`src/rtl/apb_pkg.sv`:
```
// Shared encodings for the APB read/write/read-modify-write master.
package apb_pkg;

    localparam logic [1:0] OP_NOP   = 2'b00;
    localparam logic [1:0] OP_READ  = 2'b01;
    localparam logic [1:0] OP_WRITE = 2'b11;
    localparam logic [1:0] OP_RMW   = 2'b10;

    typedef enum logic [1:0] {
        ST_IDLE,
        ST_SETUP,
        ST_ACCESS
    } state_t;

    // RMW progress: read phase first, then the write-back phase.
    typedef enum logic {
        PH_RD,
        PH_WR
    } phase_t;

endpackage

```
`src/rtl/apb_wait_timer.sv`:
```
// ACCESS wait-state counter; only built when APB_TIMEOUT_EN is defined.
// expired fires on the wait cycle that brings the count to TIMEOUT_CYC.
module apb_wait_timer #(
    parameter int TIMEOUT_CYC = 16
) (
    input  logic pclk,
    input  logic preset_n,
    input  logic clr,
    input  logic inc,
    output logic expired
);

    localparam int CW = $clog2(TIMEOUT_CYC + 1);

    logic [CW-1:0] cnt;

    always_ff @(posedge pclk or negedge preset_n) begin
        if (!preset_n)
            cnt <= '0;
        else if (clr)
            cnt <= '0;
        else if (inc)
            cnt <= cnt + 1'b1;
    end

    assign expired = inc && (cnt == CW'(TIMEOUT_CYC - 1));

endmodule

```
`src/rtl/apb_rmw_master.sv`:
```
// APB3 single-slave master: READ, WRITE and atomic READ-MODIFY-WRITE.
// Define APB_TIMEOUT_EN to abort ACCESS after TIMEOUT_CYC wait states.
module apb_rmw_master
    import apb_pkg::*;
#(
    parameter int ADDR_W      = 32,
    parameter int DATA_W      = 32,
    parameter int TIMEOUT_CYC = 16
) (
    input  logic              pclk,
    input  logic              preset_n,
    input  logic              cmd_valid,
    output logic              cmd_ready,
    input  logic [1:0]        cmd_op,
    input  logic [ADDR_W-1:0] cmd_addr,
    input  logic [DATA_W-1:0] cmd_wdata,
    output logic              rsp_valid,
    output logic [DATA_W-1:0] rsp_rdata,
    output logic              rsp_err,
    output logic              psel,
    output logic              penable,
    output logic [ADDR_W-1:0] paddr,
    output logic              pwrite,
    output logic [DATA_W-1:0] pwdata,
    input  logic              pready,
    input  logic [DATA_W-1:0] prdata,
    input  logic              pslverr
);

    if (TIMEOUT_CYC < 1) begin : g_bad_cfg
        $error("apb_rmw_master: TIMEOUT_CYC must be >= 1");
    end

    state_t            state;
    phase_t            phase;
    logic [1:0]        op_q;
    logic [DATA_W-1:0] addend_q;
    logic [DATA_W-1:0] orig_q;
    logic              tmo;
    logic              rmw_rd;
    logic              done;

`ifdef APB_TIMEOUT_EN
    apb_wait_timer #(.TIMEOUT_CYC(TIMEOUT_CYC)) u_timer (
        .pclk     (pclk),
        .preset_n (preset_n),
        .clr      (state == ST_SETUP),
        .inc      ((state == ST_ACCESS) && !pready),
        .expired  (tmo)
    );
`else
    assign tmo = 1'b0;
`endif

    assign cmd_ready = (state == ST_IDLE);
    assign rmw_rd    = (op_q == OP_RMW) && (phase == PH_RD);
    // Every ACCESS exit ends the command except a clean RMW read phase.
    assign done      = (state == ST_ACCESS) && (pready ? !(rmw_rd && !pslverr) : tmo);

    always_ff @(posedge pclk or negedge preset_n) begin
        if (!preset_n) begin
            state     <= ST_IDLE;
            phase     <= PH_RD;
            op_q      <= OP_NOP;
            addend_q  <= '0;
            orig_q    <= '0;
            psel      <= 1'b0;
            penable   <= 1'b0;
            pwrite    <= 1'b0;
            paddr     <= '0;
            pwdata    <= '0;
            rsp_valid <= 1'b0;
            rsp_err   <= 1'b0;
            rsp_rdata <= '0;
        end else begin
            rsp_valid <= 1'b0;
            case (state)
                ST_IDLE: begin
                    if (cmd_valid && cmd_op != OP_NOP) begin
                        op_q     <= cmd_op;
                        addend_q <= cmd_wdata;
                        phase    <= PH_RD;
                        state    <= ST_SETUP;
                        psel     <= 1'b1;
                        paddr    <= cmd_addr;
                        pwrite   <= (cmd_op == OP_WRITE);
                        pwdata   <= (cmd_op == OP_WRITE) ? cmd_wdata : '0;
                    end
                end
                ST_SETUP: begin
                    state   <= ST_ACCESS;
                    penable <= 1'b1;
                end
                ST_ACCESS: begin
                    if (done) begin
                        state     <= ST_IDLE;
                        psel      <= 1'b0;
                        penable   <= 1'b0;
                        pwrite    <= 1'b0;
                        paddr     <= '0;
                        pwdata    <= '0;
                        rsp_valid <= 1'b1;
                        rsp_err   <= !pready || pslverr;
                        if (!pready)
                            rsp_rdata <= (op_q == OP_RMW && phase == PH_WR) ? orig_q : '0;
                        else if (op_q == OP_READ || rmw_rd)
                            rsp_rdata <= prdata;
                        else if (op_q == OP_RMW)
                            rsp_rdata <= orig_q;
                        else
                            rsp_rdata <= '0;
                    end else if (pready) begin
                        // Back-to-back write phase: psel held, penable drops for SETUP.
                        orig_q  <= prdata;
                        pwdata  <= prdata + addend_q;
                        pwrite  <= 1'b1;
                        penable <= 1'b0;
                        phase   <= PH_WR;
                        state   <= ST_SETUP;
                    end
                end
                default: state <= ST_IDLE;
            endcase
        end
    end

endmodule

```
`config.mk`:
```
export PLATFORM = sky130hd
export DESIGN_NAME = apb_rmw_master
export DESIGN_NICKNAME = d
export VERILOG_FILES = /design/src/rtl/apb_pkg.sv /design/src/rtl/apb_wait_timer.sv /design/src/rtl/apb_rmw_master.sv
export SDC_FILE = /design/constraint.sdc
export NUM_CORES = 1
export LEC_CHECK = 0
export BUFFER_PORTS_ARGS = -buffer_cell sky130_fd_sc_hd__buf_4
export CAP_MARGIN = 20
export CORE_MARGIN = 2
export CORE_UTILIZATION = 47
export CTS_CLUSTER_SIZE = 16
export DETAILED_ROUTE_END_ITERATION = 7
export PLACE_DENSITY = 0.76
export SETUP_SLACK_MARGIN = 0.3
export SYNTH_ARGS = -nofsm -noshare
export SYNTH_HDL_FRONTEND = slang
export SYNTH_SLANG_ARGS = --single-unit
```
`constraint.sdc`:
```
create_clock -name pclk -period 6.5 [get_ports pclk]
set_clock_uncertainty 0.1 [all_clocks]
set_input_delay 0.325 -clock pclk [delete_from_list [all_inputs] [get_ports pclk]]
set_output_delay 0.325 -clock pclk [all_outputs]
set_load 0.1 [all_outputs]
```
==> results of run 1 <==
-- cells in the mapped netlist, types with 2 or more instances --
| master | count |
|---|---|
| sky130_fd_sc_hd__dfrtp_1 | 170 |
| sky130_fd_sc_hd__nor2_1 | 104 |
| sky130_fd_sc_hd__a21oi_1 | 75 |
| sky130_fd_sc_hd__mux2_2 | 66 |
| sky130_fd_sc_hd__nand2_1 | 45 |
| sky130_fd_sc_hd__ha_1 | 35 |
| sky130_fd_sc_hd__a22o_1 | 32 |
| sky130_fd_sc_hd__a22oi_1 | 32 |
| sky130_fd_sc_hd__clkbuf_1 | 26 |
| sky130_fd_sc_hd__a221oi_1 | 18 |
| sky130_fd_sc_hd__o21ai_0 | 15 |
| sky130_fd_sc_hd__xor2_1 | 14 |
| sky130_fd_sc_hd__buf_2 | 13 |
| sky130_fd_sc_hd__inv_1 | 13 |
| sky130_fd_sc_hd__o21ai_1 | 13 |
| sky130_fd_sc_hd__xnor2_1 | 13 |
| sky130_fd_sc_hd__a21o_1 | 12 |
| sky130_fd_sc_hd__and3_1 | 10 |
| sky130_fd_sc_hd__nand3_1 | 10 |
| sky130_fd_sc_hd__nor3_1 | 8 |
| sky130_fd_sc_hd__o21a_1 | 7 |
| sky130_fd_sc_hd__o22ai_1 | 7 |
| sky130_fd_sc_hd__a31oi_1 | 6 |
| sky130_fd_sc_hd__nand2b_1 | 6 |
| sky130_fd_sc_hd__buf_1 | 5 |
| sky130_fd_sc_hd__nand4_1 | 5 |
| sky130_fd_sc_hd__o21bai_1 | 5 |
| sky130_fd_sc_hd__and2_1 | 4 |
| sky130_fd_sc_hd__nor2b_1 | 4 |
| sky130_fd_sc_hd__or3_1 | 4 |
| sky130_fd_sc_hd__a211oi_1 | 3 |
| sky130_fd_sc_hd__o211ai_1 | 3 |
| sky130_fd_sc_hd__a211oi_2 | 2 |
| sky130_fd_sc_hd__a21boi_2 | 2 |
| sky130_fd_sc_hd__a21oi_2 | 2 |
| sky130_fd_sc_hd__a41oi_1 | 2 |
| sky130_fd_sc_hd__o2111ai_1 | 2 |
| sky130_fd_sc_hd__o21ai_2 | 2 |
| sky130_fd_sc_hd__o31ai_2 | 2 |
-- worst max-delay path, cell delays in order, from the launching register on --
cell and delay, ns:
sky130_fd_sc_hd__dfrtp_1 0.38, sky130_fd_sc_hd__inv_1 0.08, sky130_fd_sc_hd__ha_1 0.32, sky130_fd_sc_hd__nor2b_1 0.18, sky130_fd_sc_hd__a21oi_1 0.35, sky130_fd_sc_hd__o21a_1 0.50
sky130_fd_sc_hd__buf_4 0.39, sky130_fd_sc_hd__nand2_1 0.49, sky130_fd_sc_hd__nor3_1 0.34, sky130_fd_sc_hd__mux2i_1 0.10, sky130_fd_sc_hd__nand2_1 0.07
-- final timing paths --
check                             startpoint           end  slack, ns
worst max-delay path                state[0]    pwdata[26]       3.15
worst min-delay path            cmd_addr[31]     paddr[31]       0.01
worst max register to register      state[0]    pwdata[26]       3.15
worst min register to register    pwdata[15]    pwdata[15]       0.40
max in group asynchronous           preset_n  addend_q[25]       4.34
min in group asynchronous           preset_n  rsp_rdata[3]       0.45
-- cells in the final DEF, fill, tap and decap left out, types with 5 or more instances in the layout --
cell type / n
sky130_fd_sc_hd__a21o_1: 12
sky130_fd_sc_hd__a21oi_1: 75
sky130_fd_sc_hd__a221oi_1: 18
sky130_fd_sc_hd__a22o_1: 32
sky130_fd_sc_hd__a22oi_1: 32
sky130_fd_sc_hd__a31oi_1: 6
sky130_fd_sc_hd__and3_1: 10
sky130_fd_sc_hd__buf_4: 213
sky130_fd_sc_hd__clkbuf_16: 17
sky130_fd_sc_hd__dfrtp_1: 170
sky130_fd_sc_hd__dlygate4sd3_1: 19
sky130_fd_sc_hd__ha_1: 35
sky130_fd_sc_hd__inv_1: 13
sky130_fd_sc_hd__mux2_2: 66
sky130_fd_sc_hd__nand2_1: 45
sky130_fd_sc_hd__nand2b_1: 6
sky130_fd_sc_hd__nand3_1: 10
sky130_fd_sc_hd__nand4_1: 5
sky130_fd_sc_hd__nor2_1: 100
sky130_fd_sc_hd__nor3_1: 8
sky130_fd_sc_hd__o21a_1: 7
sky130_fd_sc_hd__o21ai_0: 15
sky130_fd_sc_hd__o21ai_1: 12
sky130_fd_sc_hd__o21bai_1: 5
sky130_fd_sc_hd__o22ai_1: 7
sky130_fd_sc_hd__xnor2_1: 13
sky130_fd_sc_hd__xor2_1: 14
-- stage by stage --
step	instance area (sq um)	worst slack (ns)
after floorplan	8532	3.705
after global placement	10270	3.338
after detailed placement	10270	3.204
after CTS	11080	3.204
after global routing	11100	2.894
final	11100	3.147
-- timing repair --
item / 4_1_cts / 5_1_grt
endpoints found under the setup margin: 0 / 0
endpoints found under the hold margin: 109 / 2
hold buffers: 17 / 2
-- per-layer routing --
metal,GRT usage,wire (um),up-vias
met5,0,0,-
met4,0.09623,614,0
met2,0.4122,11590,247
li1,-,-,3377
met3,0.05628,1443,48
met1,0.3262,10070,3553
-- final cells by class --
cell class	instances	area (sq um)	share of cell area
clock buffers	17	425.4	0.03832
clock inverters	15	212.7	0.01916
repair buffers	233	1800	0.1622
well taps	229	286.5	0.02581
inverters	13	48.80	0.004395
multi-input cells	583	4074	0.3670
flip-flops and latches	170	4254	0.3832
-- cell families after synthesis --
family,Yosys count,synth area share
fa+ha+maj,36,0.05367
mux,67,0.08828
xor+xnor,27,0.02772
flops,170,0.4986
simple gates,203,0.1031
buf+inv,57,0.02698
compound gates,250,0.2016
-- sequential cells by signal (all words and copies together) (netlist names) --
name,count
addend_q,32
orig_q,32
paddr,32
pwdata,32
rsp_rdata,32
op_q,2
state,2
penable,1
phase,1
psel,1
pwrite,1
rsp_err,1
rsp_valid,1
==> impl_metrics.env, run 1 <==
export IMPL_ys_top_cells_by_area="sky130_fd_sc_hd__dfrtp_1 (50%), sky130_fd_sc_hd__mux2_2 (8.7%), sky130_fd_sc_hd__ha_1 (5.1%)"
export IMPL_finalHoldViolations=0
export IMPL_first_global_vias=7339
export IMPL_num_nets_final=1157
export IMPL_totalNegativeSetupSlack_ns=0
export IMPL_mappedNetlistNets=949
export IMPL_yosysSeqAreaShare=0.4986
export IMPL_path_clk_slew_ns=0.07
export IMPL_slew_violations=0
export IMPL_clk_root_buffer_cell="sky130_fd_sc_hd__clkbuf_16"
export IMPL_max_freq_mhz=298.3
export IMPL_die_width_um=138.7
export IMPL_path_class="reg2reg"
export IMPL_gr_usage_all_layers=0.2507
export IMPL_worst_setup_path_end_kind="register"
export IMPL_setup_violations_final=0
export IMPL_h_tree_depth=4
export IMPL_slew_headroom=0.2825
export IMPL_synth_warning_count=0
export IMPL_routed_via_count=7225
export IMPL_area_growth_syn_to_layout_pct=30.12
export IMPL_finalHoldWorstSlack_ns=0.01250
export IMPL_clock_tree_from_tritoncts="built"
export IMPL_grt_antenna_before_repair=0
export IMPL_crit_path_dat_ns=3.62
export IMPL_mappedNetlistArea_sq_mm=0.008532
export IMPL_placed_cells_incl_taps=1209
export IMPL_finish_cell_count_without_fillers=1260
export IMPL_cts_setup_buffers=0
export IMPL_tritoncts_num_sinks=170
export IMPL_detail_route_wl_per_cell_um=18.82
export IMPL_cts_max_path_buffers=2
export IMPL_worst_ep_required_time_ns=6.77
export IMPL_detail_route_wirelength_um=23720
export IMPL_crit_path_max_fanout=25
export IMPL_number_of_flops_mapped_to_enable_cells_by_yosys=0
export IMPL_grt_remaining_overflow=0
export IMPL_drt_pre_antenna_iters=5
export IMPL_gp_congestion=0.9082
export IMPL_grt_first_pass_wirelength_um=38720
export IMPL_min_delay_path_depth=2
export IMPL_n_antenna_cell=0
export IMPL_timing_critical_path_from_type="register"
export IMPL_ys_ff_latch=170
export IMPL_floorplan_rows=49
export IMPL_io_pins=205
export IMPL_drt_iter0_drc=483
export IMPL_post_synth_cell_area_avg_sq_um=10.53
export IMPL_synth_largest_area_cell="sky130_fd_sc_hd__dfrtp_1"
export IMPL_run_status="finished clean"
export IMPL_post_cts_resized=0
export IMPL_netlist_area_leader_share=0.4986
export IMPL_yosys_most_used_dff="sky130_fd_sc_hd__dfrtp_1"
export IMPL_layout_min_cycle_time_ns=3.353
export IMPL_initial_utilization=0.4766
export IMPL_cts_made_buffers=17
export IMPL_maxCapViolations=0
export IMPL_drive_above_1_share=0.3201
export IMPL_worst_pin_slew_ns=1.070
export IMPL_rsz0062_at_grt="false"
export IMPL_synthArstFlopShare=1.000
export IMPL_io_buffer_count=204
export IMPL_die_y_um=138.7
export IMPL_clk_insertion_delay_late_ns=0.43
export IMPL_placeableCoreArea_sq_mm=0.01790
export IMPL_post_route_drc_count=0
export IMPL_dp_hpwl_um=16280
export IMPL_detail_route_vias_per_cell=5.734
export IMPL_rr_worst_depth=10
export IMPL_nFillCells=1499
export IMPL_layout_worst_path_cycle_share=0.5158
export IMPL_ant_nets=0
export IMPL_grt_start_max_net_pins=95
export IMPL_synthesized_instance_count=810
export IMPL_post_synth_num_cell_types=52
export IMPL_finish_utilization=0.6201
export IMPL_fp_dieArea_sq_mm=0.01925
export IMPL_hold_path_class="in2reg"
Power of run 1 is left out: the tool's default activity adds up to more than one toggle a clock period on the data nets, which glitch-free logic cannot reach.
==> run 2: changes to the inputs <==
--- a/config.mk
+++ b/config.mk
@@ -11,7 +11,7 @@
 export CORE_UTILIZATION = 47
 export CTS_CLUSTER_SIZE = 16
 export DETAILED_ROUTE_END_ITERATION = 7
-export PLACE_DENSITY = 0.76
+export PLACE_DENSITY = 0.79
 export SETUP_SLACK_MARGIN = 0.3
 export SYNTH_ARGS = -nofsm -noshare
 export SYNTH_HDL_FRONTEND = slang
==> constraint.sdc (replaced) <==
create_clock -name pclk -period 2.75 [get_ports pclk]
set_clock_uncertainty 0.1 [all_clocks]
set_input_delay 0.1375 -clock pclk [delete_from_list [all_inputs] [get_ports pclk]]
set_output_delay 0.1375 -clock pclk [all_outputs]
set_load 0.1 [all_outputs]
==> impl_metrics.env, run 2 (same netlist as run 1, synthesis figures left out) <==
export IMPL_drt_pre_antenna_iters=5
export IMPL_worst_ep_required_time_ns=2.99
export IMPL_min_delay_path_depth=4
export IMPL_worst_setup_path_end_kind="register"
export IMPL_worst_pin_slew_ns=0.7769
export IMPL_grt_remaining_overflow=0
export IMPL_crit_path_start="addend_q[0]"
export IMPL_slew_headroom=0.4820
export IMPL_run_status="finished clean"
export IMPL_maxCapViolations=0
export IMPL_path_clk_slew_ns=0.07
export IMPL_grt_first_pass_wirelength_um=41820
export IMPL_die_y_um=138.7
export IMPL_layout_min_cycle_time_ns=2.670
export IMPL_timing_critical_path_from_type="register"
export IMPL_die_width_um=138.7
export IMPL_worst_hold_startpoint="pready"
export IMPL_routed_via_count=7897
export IMPL_gr_usage_all_layers=0.2720
export IMPL_grt_start_max_net_pins=72
export IMPL_layout_worst_path_cycle_share=0.9708
export IMPL_setup_violations_final=0
export IMPL_cts_max_path_buffers=2
export IMPL_detail_route_wl_per_cell_um=19.51
export IMPL_drive_above_1_share=0.3598
export IMPL_num_nets_final=1274
export IMPL_path_class="reg2reg"
export IMPL_first_global_vias=8001
export IMPL_max_freq_mhz=374.6
export IMPL_crit_path_max_fanout=3
export IMPL_floorplan_rows=49
export IMPL_n_antenna_cell=0
export IMPL_drt_iter0_drc=666
export IMPL_hold_path_class="in2reg"
export IMPL_post_route_drc_count=0
export IMPL_fp_dieArea_sq_mm=0.01925
export IMPL_cts_made_buffers=17
export IMPL_grt_antenna_before_repair=0
export IMPL_finalHoldViolations=0
export IMPL_rr_worst_depth=11
export IMPL_h_tree_depth=4
export IMPL_detail_route_wirelength_um=26870
export IMPL_regToRegStartpoint="addend_q[0]"
export IMPL_io_buffer_count=204
export IMPL_totalNegativeSetupSlack_ns=0
export IMPL_gp_congestion=0.9468
export IMPL_dp_hpwl_um=16740
export IMPL_layout_common_cells="sky130_fd_sc_hd__buf_4 (238), sky130_fd_sc_hd__dfrtp_1 (170), sky130_fd_sc_hd__dlygate4sd3_1 (102)"
export IMPL_mostFrequentLayoutCell="sky130_fd_sc_hd__buf_4"
export IMPL_slew_violations=0
export IMPL_tritoncts_num_sinks=170
export IMPL_area_growth_syn_to_layout_pct=47.41
export IMPL_placeableCoreArea_sq_mm=0.01790
export IMPL_ant_nets=0
export IMPL_io_pins=205
export IMPL_finish_utilization=0.7025
export IMPL_clock_tree_from_tritoncts="built"
export IMPL_finalHoldWorstSlack_ns=0.03985
export IMPL_clk_root_buffer_cell="sky130_fd_sc_hd__clkbuf_16"
export IMPL_detail_route_vias_per_cell=5.735
export IMPL_crit_path_dat_ns=2.91
export IMPL_initial_utilization=0.4766
export IMPL_rsz0062_at_grt="true"
export IMPL_clk_insertion_delay_late_ns=0.43
run 2: per-layer routing:
layer	share of wire	GRT usage	wire length, um	up-vias
met2	0.50	0.4627	13520	319
met5	0	0	0	-
met3	0.059	0.05559	1583	64
met4	0.031	0.1010	820	0
li1	-	-	-	3607
met1	0.41	0.3457	10940	3907
run 2: final cells by class:
cell class | count | area, sq um
sequential | 170 | 4254
multi-input combinational | 583 | 4482
fill | 1259 | 5325
clock inverter | 10 | 95.09
tap | 229 | 286.5
inverter | 13 | 48.80
clock buffer | 22 | 464.2
timing repair buffer | 350 | 2947
run 2: per-stage QoR:
step / instances / worst slack (ns) / instance area, sq um
after floorplan: 810 / 0.3049 / 8546
after global placement: 1226 / 0.1080 / 10440
after detailed placement: 1226 / 0.04501 / 10440
after CTS: 1370 / 0.1349 / 12260
after global routing: 1377 / -0.02274 / 12580
final: 1377 / 0.08028 / 12580
run 2: worst paths after layout:
path                               end  slack, ns
min reg2reg                       psel       0.39
max in group asynchronous    paddr[19]       1.75
max reg2reg                 pwdata[28]       0.08
min in group asynchronous  addend_q[6]       0.09
min                              phase       0.04
max                         pwdata[28]       0.08
run 2: worst max-delay path: stages, from the launching register on:
cell	delay [ns]
sky130_fd_sc_hd__dfrtp_1	0.35
sky130_fd_sc_hd__ha_2	0.19
sky130_fd_sc_hd__inv_2	0.04
sky130_fd_sc_hd__fa_2	0.33
sky130_fd_sc_hd__and2b_1	0.24
sky130_fd_sc_hd__o2111ai_2	0.14
sky130_fd_sc_hd__a211oi_2	0.25
sky130_fd_sc_hd__a211oi_2	0.08
sky130_fd_sc_hd__o21ai_2	0.17
sky130_fd_sc_hd__a21oi_2	0.10
sky130_fd_sc_hd__or3_1	0.34
sky130_fd_sc_hd__a221oi_2	0.26
run 2: repair_timing:
action | CTS | global route
hold buffers | 102 | 0
pin swaps | 12 | 13
endpoints found under the setup margin | 14 | 22
gates resized for setup | 27 | 45
buffers inserted | 10 | 7
hold endpoints to repair | 332 | 0
Power of run 2 is left out for the same reason.
==> run 3: changes to the inputs <==
--- a/config.mk
+++ b/config.mk
@@ -5,13 +5,14 @@
 export SDC_FILE = /design/constraint.sdc
 export NUM_CORES = 1
 export LEC_CHECK = 0
-export BUFFER_PORTS_ARGS = -buffer_cell sky130_fd_sc_hd__buf_4
+export BUFFER_PORTS_ARGS = -buffer_cell sky130_fd_sc_hd__buf_2
 export CAP_MARGIN = 20
 export CORE_MARGIN = 2
-export CORE_UTILIZATION = 47
+export CORE_UTILIZATION = 42
 export CTS_CLUSTER_SIZE = 16
 export DETAILED_ROUTE_END_ITERATION = 7
-export PLACE_DENSITY = 0.79
+export MAX_ROUTING_LAYER = met4
+export PLACE_DENSITY = 0.73
 export SETUP_SLACK_MARGIN = 0.3
 export SYNTH_ARGS = -nofsm -noshare
 export SYNTH_HDL_FRONTEND = slang
==> impl_metrics.env, run 3 (same netlist as run 1, synthesis figures left out) <==
export IMPL_run_status="finished clean"
export IMPL_path_clk_slew_ns=0.07
export IMPL_max_freq_mhz=371.7
export IMPL_detail_route_vias_per_cell=5.432
export IMPL_register_area_sq_mm=0.004254
export IMPL_grt_use_met2=0.3936
export IMPL_cts_max_path_buffers=2
export IMPL_use_met1=0.3166
export IMPL_grt_first_pass_wirelength_um=40590
export IMPL_placed_cells_incl_taps=1269
export IMPL_gp_congestion=0.9119
export IMPL_worst_ep_required_time_ns=2.99
export IMPL_floorplan_rows=52
export IMPL_drt_iter0_drc=496
export IMPL_slew_headroom=0.5501
export IMPL_routed_via_count=7686
export IMPL_clock_tree_from_tritoncts="built"
export IMPL_n_antenna_cell=0
export IMPL_rsz0062_at_grt="true"
export IMPL_layout_common_cells="sky130_fd_sc_hd__buf_2 (203), sky130_fd_sc_hd__dfrtp_1 (170), sky130_fd_sc_hd__dlygate4sd3_1 (103)"
export IMPL_layout_worst_path_cycle_share=0.9784
export IMPL_fp_dieArea_sq_mm=0.02147
export IMPL_num_nets_final=1271
export IMPL_first_global_vias=7642
export IMPL_drt_pre_antenna_iters=5
export IMPL_dp_hpwl_um=16950
export IMPL_grt_remaining_overflow=0
export IMPL_io_buffer_count=204
export IMPL_initial_utilization=0.4244
export IMPL_crit_path_max_fanout=3
export IMPL_ant_nets=0
export IMPL_die_width_um=146.5
export IMPL_setup_violations_final=0
export IMPL_maxCapViolations=0
export IMPL_multiInputGateArea_sq_mm=0.004508
export IMPL_h_tree_depth=4
export IMPL_die_y_um=146.5
export IMPL_finalHoldViolations=0
export IMPL_tritoncts_num_sinks=170
export IMPL_finalHoldWorstSlack_ns=0.07694
export IMPL_path_class="reg2reg"
export IMPL_layout_min_cycle_time_ns=2.691
export IMPL_worst_setup_path_end_kind="register"
export IMPL_clk_insertion_delay_late_ns=0.43
export IMPL_hold_path_class="in2reg"
export IMPL_post_route_drc_count=0
export IMPL_finish_cell_count_without_fillers=1415
export IMPL_grt_antenna_before_repair=0
export IMPL_placeableCoreArea_sq_mm=0.02010
export IMPL_nFillCells=1630
export IMPL_clk_root_buffer_cell="sky130_fd_sc_hd__clkbuf_16"
export IMPL_grt_start_max_net_pins=68
export IMPL_gr_usage_all_layers=0.2441
export IMPL_io_pins=205
export IMPL_detail_route_wl_per_cell_um=18.16
export IMPL_slew_violations=0
export IMPL_worst_pin_slew_ns=0.6749
export IMPL_finish_utilization=0.6042
export IMPL_cts_made_buffers=17
export IMPL_detail_route_wirelength_um=25700
export IMPL_drive_above_1_share=0.3651
export IMPL_crit_path_dat_ns=2.93
export IMPL_global_route_hottest_layer="met2"
export IMPL_mostFrequentLayoutCell="sky130_fd_sc_hd__buf_2"
export IMPL_timing_critical_path_from_type="register"
export IMPL_met3_grt_util=0.04406
export IMPL_area_growth_syn_to_layout_pct=42.38
## run 3: changes by cell type in the layout (fill, tap and decap cells not counted), sizes merged, moves of 3 or more
cell      previous run  this run
buf                248       244
clkbuf              22        19
clkinv               7         3
clkinvlp             2         5
inv                 13        16
## run 3: through the flow
step	setup TNS, ns	area (sq um)	worst slack (ns)
after floorplan	0	8546	0.3049
after global placement	0	10010	0.06294
after detailed placement	0	10010	0.03900
after CTS	0	11770	0.07632
after global routing	-0.06177	12150	-0.06177
final	0	12150	0.05929
## run 3: timing repair
item | CTS | global route
resized for setup | 18 | 59
buffers inserted | 6 | 5
endpoints found under the hold margin | 225 | 0
pin swaps | 7 | 26
endpoints found under the setup margin | 15 | 22
hold buffers | 103 | 0
## run 3: worst paths after layout
check | start | to | slack [ns] | depth (start not counted)
setup / recovery | addend_q[0] | pwdata[28] | 0.06 | 11
hold / removal | prdata[0] | pwdata[0] | 0.08 | 4
setup reg to reg | addend_q[0] | pwdata[28] | 0.06 | 11
hold reg to reg | psel | psel | 0.38 | 1
max in group asynchronous | preset_n | rsp_rdata[26] | 1.49 | 3
min in group asynchronous | preset_n | orig_q[7] | 0.20 | 2
## run 3: per-layer routing
layer  up-vias  share of wire
met5         -              0
li1       3614              -
met1      3801           0.43
met4         0          0.023
met3        42          0.049
met2       229           0.49
## run 3: layout make-up
cell class              instances  area share
multi-input cells             583      0.3711
flip-flops and latches        170      0.3502
repair buffers                347      0.1979
clock buffers                  19     0.03728
well taps                     270     0.02781
clock inverters                13     0.01174
inverters                      13    0.004017
## run 3: critical path, cell delays in order, from the launching register on
cell and delay [ns]:
sky130_fd_sc_hd__dfrtp_1 0.35, sky130_fd_sc_hd__ha_2 0.19, sky130_fd_sc_hd__inv_2 0.04, sky130_fd_sc_hd__fa_2 0.33, sky130_fd_sc_hd__and2b_1 0.24, sky130_fd_sc_hd__o2111ai_2 0.14
sky130_fd_sc_hd__a211oi_2 0.27, sky130_fd_sc_hd__a211oi_2 0.08, sky130_fd_sc_hd__o21ai_2 0.18, sky130_fd_sc_hd__a21oi_2 0.10, sky130_fd_sc_hd__or3_1 0.33, sky130_fd_sc_hd__a221oi_2 0.24
Power of run 3 is left out for the same reason.
